`config.mk`:
```
export PLATFORM = sky130hd
export DESIGN_NAME = dual_priority_encoder
export DESIGN_NICKNAME = d
export VERILOG_FILES = /design/src/rtl/dual_priority_encoder.sv
export SDC_FILE = /design/constraint.sdc
export NUM_CORES = 1
export LEC_CHECK = 0
export CAP_MARGIN = 20
export CORE_MARGIN = 2
export CORE_UTILIZATION = 46
export CTS_CLUSTER_SIZE = 20
export DETAILED_ROUTE_END_ITERATION = 6
export PLACE_DENSITY_LB_ADDON = 0.1
export RECOVER_POWER = 25
export SLEW_MARGIN = 40
export SYNTH_ARGS = -nofsm -noshare
export SYNTH_HDL_FRONTEND = slang
export SYNTH_SLANG_ARGS = --single-unit
export TNS_END_PERCENT = 10
```
`constraint.sdc`:
```
create_clock -name clk -period 0.8 [get_ports clk]
set_input_delay 0.16 -clock clk [delete_from_list [all_inputs] [get_ports clk]]
set_output_delay 0.16 -clock clk [all_outputs]
set_load 0.02 [all_outputs]
```
`src/rtl/dual_priority_encoder.sv`:
```
// ---------------------------------------------------------------------------
// dual_priority_encoder
//
// Purpose:
//   Registered dual priority encoder for request arbitration front-ends.
//   It reports the highest active request and the next-highest active
//   request. Priority follows bit index, so req[N-1] is highest and req[0] is
//   lowest. Each output is a 1-based code (bit index + 1), and 0 means no
//   request. The second code is always lower than the first unless both are 0.
//
// Configuration macro:
//   DUAL_PRIO_INREG_EN
//     Defined     : req is captured in an input register (reset to 0) before
//                   encoding. Latency from req to first/second is 2 cycles.
//     Not defined : req is encoded directly. Latency is 1 cycle.
//   Encoded results are identical in both builds.
//
// Parameters:
//   N  number of request lines (N <= 2**W - 1)
//   W  width of each encoded output code
//
// Ports:
//   clk     in   1  system clock, rising edge
//   rst_n   in   1  asynchronous active-low reset
//   req     in   N  request vector, 1 = request active
//   first   out  W  code of highest active request, 0 = none
//   second  out  W  code of second-highest active request, 0 = none
// ---------------------------------------------------------------------------
module dual_priority_encoder #(
  parameter int N = 12,
  parameter int W = 4
) (
  input  logic         clk,
  input  logic         rst_n,
  input  logic [N-1:0] req,
  output logic [W-1:0] first,
  output logic [W-1:0] second
);

  logic [N-1:0] enc_in_s;
  logic [W-1:0] first_s;
  logic [W-1:0] second_s;

`ifdef DUAL_PRIO_INREG_EN
  logic [N-1:0] req_r;

  // Input capture register that adds one cycle of latency ahead of the encoder.
  always_ff @(posedge clk or negedge rst_n) begin
    if (!rst_n) begin
      req_r <= {N{1'b0}};
    end else begin
      req_r <= req;
    end
  end

  // The encoder operates on the registered copy of req.
  always_comb begin
    enc_in_s = req_r;
  end
`else
  // The encoder operates directly on req.
  always_comb begin
    enc_in_s = req;
  end
`endif

  // Dual encode. The scan runs from low to high index. Each active bit
  // demotes the previous leader to second place, so after the scan first
  // holds the highest active bit and second holds the next-highest one.
  always_comb begin
    first_s  = {W{1'b0}};
    second_s = {W{1'b0}};
    for (int i = 0; i < N; i++) begin
      if (enc_in_s[i]) begin
        second_s = first_s;
        first_s  = W'(i + 1);
      end else begin
        second_s = second_s;
        first_s  = first_s;
      end
    end
  end

  // Output registers. Reset clears them asynchronously, so any in-flight
  // result is discarded at once.
  always_ff @(posedge clk or negedge rst_n) begin
    if (!rst_n) begin
      first  <= {W{1'b0}};
      second <= {W{1'b0}};
    end else begin
      first  <= first_s;
      second <= second_s;
    end
  end

endmodule

```
==> impl_metrics.env, run 1 <==
export IMPL_status="finished, violations left"
export IMPL_violations="setup timing"
export IMPL_grt_pass1_wl_um=4220
export IMPL_vias=985
export IMPL_grt_overflow=0
export IMPL_fillers=69
export IMPL_place_hpwl_um=1460
export IMPL_peakVddDrop_v=0.000667
export IMPL_rsz0062_at_grt="yes"
export IMPL_tightestPinTransition_ns=0.402
export IMPL_final_cells=150
export IMPL_grt_use_met3_pct=5.71
export IMPL_cts_buffer_depth=2
export IMPL_slew_headroom_pct=73.1
export IMPL_final_cell_mix="20 x buf_4, 10 x buf_2, 9 x buf_6, 8 x dfrtp_1, 5 x inv_1"
export IMPL_synth_edf_count=0
export IMPL_busiest_layer="met2"
export IMPL_finalSetupViolations=16
export IMPL_fp_dieArea_um2=1970
export IMPL_diodes=0
export IMPL_htreeDepth=1
export IMPL_drt_wl_total_um=3250
export IMPL_synth_seq_cells=8
export IMPL_start_util_pct=49.1
export IMPL_synth_area_leaders="dfrtp_1 27%, nor2_1 4.5%, buf_6 4.5%, a21oi_1 4.0%, nor3_1 4.0%"
export IMPL_critPathKind="in2reg"
export IMPL_path_max_fanout=3
export IMPL_tritoncts_num_buffers=3
export IMPL_finalPower_w=0.00146
export IMPL_end_kind="register"
export IMPL_synthesis_area_um2=748
export IMPL_p_leak_nw=0.537
export IMPL_async_flop_share_pct=100
export IMPL_clockRootBuffer="clkbuf_4"
export IMPL_track_usage_pct=29.8
export IMPL_power_density_nw_per_um2=1080
export IMPL_antenna_found_initial=0
export IMPL_netlist_instances=93
export IMPL_grt_use_met2_pct=50.6
export IMPL_placed_cells=146
export IMPL_yosysSeqAreaShare_pct=26.8
export IMPL_drive_above_1_share_pct=59.7
export IMPL_hold_slack_ns=0.248
export IMPL_clk_pin_slew_worst_paths_ns=0.06
export IMPL_layout_commonest_cell="buf_4"
export IMPL_cts_sinks=8
export IMPL_syn_to_final_growth_pct=81.6
export IMPL_grt_pass1_vias=924
export IMPL_core_region_area_um2=1520
export IMPL_crit_required_ns=0.96
export IMPL_cts_tree="yes"
export IMPL_yosysTopAreaCellShare_pct=26.8
export IMPL_fin_crit_sh_pct=166
export IMPL_syn_avg_cell_area_um2=8.05
export IMPL_die_w_um=44.3
export IMPL_drv_cap=0
export IMPL_fin_ws_ns=-0.530
export IMPL_use_met1_pct=34.9
export IMPL_fin_crit_ns=1.33
export IMPL_antenna_left=0
export IMPL_grt_max_degree=13
export IMPL_yosys_area_top_type="dfrtp_1"
export IMPL_ys_flop_type="dfrtp_1"
export IMPL_hold_violations=0
export IMPL_nNetsFinal=150
export IMPL_gp_congestion=0.843
export IMPL_max_freq_ghz=0.752
export IMPL_worstSetupStartpointType="input port"
export IMPL_rows=14
export IMPL_port_buffers=21
export IMPL_yosysWarnings=0
export IMPL_fp_dieH_um=44.3
export IMPL_syn_num_nets=107
export IMPL_synth_cell_type_count=36
export IMPL_arrival_ns=1.49
export IMPL_dr_pass1_iters=6
export IMPL_routedWlPerCell_um=21.7
export IMPL_slew_violations=0
export IMPL_hp_class="in2async"
export IMPL_first_iter_violations=59
export IMPL_design_area_um2=1360
export IMPL_io_pins=22
export IMPL_drcViolationCount=0
export IMPL_vias_per_cell=6.57
export IMPL_placed_cell_area_um2=1100
## layout make-up
cell class | count | area [um2] | share of cell area (%)
Sequential cell | 8 | 200 | 14.7
Timing Repair Buffer | 47 | 384 | 28.3
Multi-Input combinational cell | 70 | 709 | 52.2
Tap cell | 16 | 20.0 | 1.47
Inverter | 6 | 22.5 | 1.66
Clock buffer | 3 | 22.5 | 1.66
## through the flow
stage	TNS [ns]	utilization [%]	setup slack, ns
final	-3.37	89.2	-0.530
after global routing	-3.88	89.2	-0.572
after CTS	-2.71	84.3	-0.378
after detailed placement	-9.32	72.1	-1.15
after global placement	-8.96	72.1	-1.05
after floorplan	-2.10	-	-0.456
## Yosys cell counts (all sizes together) (2+ instances only)
master	count
a2111oi	4
a21oi	6
a311oi	2
and2b	4
buf	9
dfrtp	8
inv	6
nand2	5
nand3	2
nor2	9
nor3	6
nor3b	2
nor4	2
o211ai	3
o21ai	5
o21bai	2
o31ai	3
o32ai	2
xor2	3
## sequential cells by signal, summed over array words and instances, names as in the netlist
signal / cells
first: 4
second: 4
## kinds of logic after synthesis
kind of cell | Yosys count | share of synthesized area, %
buf+inv | 15 | 12.0
xor+xnor | 4 | 4.68
simple gates | 31 | 21.6
fa+ha+maj | 1 | 1.34
compound gates | 34 | 33.6
flops | 8 | 26.8
## final timing paths
path                                        to    from  slack [ns]  cells after the start
setup / recovery           second[0]$_DFF_PN0_  req[0]       -0.53                      6
min in group clk           second[2]$_DFF_PN0_  req[3]        0.37                      4
hold / removal             second[3]$_DFF_PN0_   rst_n        0.25                      1
max in group asynchronous   first[2]$_DFF_PN0_   rst_n        0.28                      1
## critical path, stage by stage
cell and delay [ns]:
buf_2 0.12, nor3b_4 0.32, o32ai_4 0.14, a311oi_4 0.45, a2111oi_4 0.06, nor3_2 0.24
## routing by layer
metal	wire (um)	vias up
met2	1700	65
met5	0	-
li1	-	437
met1	1160	462
met3	200	21
met4	189	0
## where the power goes
part	internal, W	switching, W	total (W)
Sequential	0.000437	0.00000870	0.000446
Clock	0.000172	0.000141	0.000313
Combinational	0.000302	0.000402	0.000704
## what timing repair did
| item | in CTS | in global routing |
|---|---|---|
| gates resized for setup | 121 | 20 |
| setup endpoints to repair | 16 | 16 |
| hold buffers | 0 | 0 |
| pin swaps | 21 | 11 |
| buffers inserted | 0 | 1 |
(Power assumes the default switching activity.)
==> run 2, diff against run 1 <==
- CORE_UTILIZATION: 46 -> 49
- HOLD_SLACK_MARGIN: not set -> 0.06
- clock period: 0.8 -> 1.68 ns (I/O delays scaled with it)
==> run 2 against run 1 <==
The run now ends clean. Total power is 58% lower. First-iteration DRC count fell by 78%. Combinational power decreased by 62%. Routed wire length shrank 40%. Final area decreased by 12%. Clock power shrank 58%. Worst setup slack gained 0.57 ns. Critical path depth grew 1. Global-route usage is 8.3 points lower. Die area is 5.6% lower. Largest cell class unchanged.
==> impl_metrics.env, run 2 (synthesis results as in run 1) <==
export IMPL_status="completed"
export IMPL_path_max_fanout=8
export IMPL_fp_dieArea_um2=1860
export IMPL_start_util_pct=50.9
export IMPL_die_w_um=43.1
export IMPL_cts_buffer_depth=2
export IMPL_hold_violations=0
export IMPL_gp_congestion=0.806
export IMPL_fp_dieH_um=43.1
export IMPL_dr_pass1_iters=4
export IMPL_grt_pass1_vias=767
export IMPL_fillers=95
export IMPL_placed_cell_area_um2=1090
export IMPL_io_pins=22
export IMPL_critPathKind="in2reg"
export IMPL_final_core_util_pct=81.2
export IMPL_fin_crit_sh_pct=97.4
export IMPL_hp_class="in2async"
export IMPL_first_iter_violations=13
export IMPL_routed_top_layer="met4"
export IMPL_vias=846
export IMPL_worstSetupStartpointType="input port"
export IMPL_design_area_um2=1190
export IMPL_tritoncts_num_buffers=3
export IMPL_vias_per_cell=5.79
export IMPL_wl_met2_um=988
export IMPL_track_usage_pct=21.5
export IMPL_grt_overflow=0
export IMPL_endpoint="second[0]$_DFF_PN0_"
export IMPL_drt_wl_total_um=1960
export IMPL_multiInputGateArea_um2=546
export IMPL_final_cell_mix="20 x buf_4, 11 x clkdlybuf4s50_1, 8 x dfrtp_1, 7 x nor2_1"
export IMPL_htreeDepth=1
export IMPL_wl_met1_um=868
export IMPL_cts_tree="yes"
export IMPL_port_buffers=21
export IMPL_diodes=0
export IMPL_arrival_ns=1.75
export IMPL_startpoint="req[2]"
export IMPL_syn_to_final_growth_pct=59.7
export IMPL_p_leak_nw=0.500
export IMPL_tns_ns=0
export IMPL_power_density_nw_per_um2=514
export IMPL_slew_violations=0
export IMPL_routedWlPerCell_um=13.4
export IMPL_antenna_left=0
export IMPL_clockRootBuffer="clkbuf_4"
export IMPL_antenna_found_initial=0
export IMPL_grt_max_degree=10
export IMPL_grt_pass1_wl_um=3150
export IMPL_fin_crit_ns=1.64
export IMPL_max_freq_ghz=0.611
export IMPL_finalSetupViolations=0
export IMPL_seqCellArea_um2=200
export IMPL_drive_above_1_share_pct=32.3
export IMPL_met3_length_um=70
export IMPL_place_hpwl_um=1440
export IMPL_largestRegisters="first x4, second x4"
export IMPL_layout_commonest_cell="buf_4"
export IMPL_core_region_area_um2=1470
export IMPL_drcViolationCount=0
export IMPL_slew_headroom_pct=74.5
export IMPL_crit_required_ns=1.79
export IMPL_cts_sinks=8
export IMPL_tightestPinTransition_ns=0.380
export IMPL_peakVddDrop_v=0.000228
export IMPL_end_kind="register"
export IMPL_rows=14
export IMPL_clk_pin_slew_worst_paths_ns=0.05
export IMPL_drv_cap=0
export IMPL_cts_hold_buf=0
export IMPL_nNetsFinal=146
==> run 2: cell types whose count changed in the layout (fill, tap and decap cells not counted), moves of 3 or more <==
cell / previous run / this run
nor2_4: 3 / 0
dlygate4sd2_1: 0 / 6
clkdlybuf4s50_1: 0 / 11
buf_6: 9 / 1
buf_2: 10 / 0
nor2_1: 4 / 7
a2111oi_2: 1 / 4
==> run 2: power by group <==
part	leakage [nW]	internal, W	switching, W
registers	0.0915	0.000208	0.00000328
logic	0.395	0.000131	0.000139
clock network	0.0138	0.0000808	0.0000520
total	0.500	0.000420	0.000194
==> run 2: cell type report <==
class / count / area share [%]
multi-input combinational: 70 / 45.7
timing repair buffer: 43 / 32.1
sequential: 8 / 16.8
clock buffer: 3 / 1.88
inverter: 6 / 1.88
tap: 16 / 1.68
==> run 2: critical path, cell delays in order <==
cell,delay [ns]
dlygate4sd2_1,0.31
and2b_1,0.23
o31ai_2,0.26
a21oi_2,0.12
buf_4,0.15
o31ai_1,0.24
nor3_1,0.09
==> run 2: timing repair <==
| action | in CTS | in global routing |
|---|---|---|
| endpoints found under the setup margin | 3 | 3 |
| cloned | 0 | 0 |
| pin swaps | 4 | 5 |
| gates resized for setup | 8 | 22 |
| buffers inserted | 0 | 0 |
| hold endpoints to repair | 0 | 0 |
==> run 2: worst min-delay path by stage <==
stage          slack, ns  start  depth (start not counted)             endpoint
5_1_grt             0.46  rst_n                          1  second[2]$_DFF_PN0_
4_1_cts             0.37  rst_n                          1  second[1]$_DFF_PN0_
3_5_place_dp        0.63  rst_n                          1   first[2]$_DFF_PN0_
3_3_place_gp        0.62  rst_n                          1   first[3]$_DFF_PN0_
6_report            0.43  rst_n                          1  second[1]$_DFF_PN0_
2_1_floorplan       0.04  rst_n                          0   first[0]$_DFF_PN0_
==> run 2: routing by layer <==
| layer | global-route usage [%] | vias to the layer above |
|---|---|---|
| li1 | - | 425 |
| met1 | 25.6 | 395 |
| met2 | 39.1 | 22 |
| met3 | 2.13 | 4 |
| met4 | 8.48 | 0 |
| met5 | 0 | - |
==> run 2: through the flow <==
| stage | power (W) | hold slack, ns | std cells | worst slack, ns |
|---|---|---|---|---|
| finish | 0.000614 | 0.430 | 146 | 0.0443 |
| global route | 0.000650 | 0.458 | 146 | -0.00428 |
| CTS | 0.000595 | 0.368 | 146 | -0.00982 |
| detailed placement | 0.000463 | 0.629 | 143 | -0.470 |
| global placement | 0.000457 | 0.623 | 143 | -0.419 |
| floorplan | 0.000343 | 0.0404 | 93 | 0.194 |
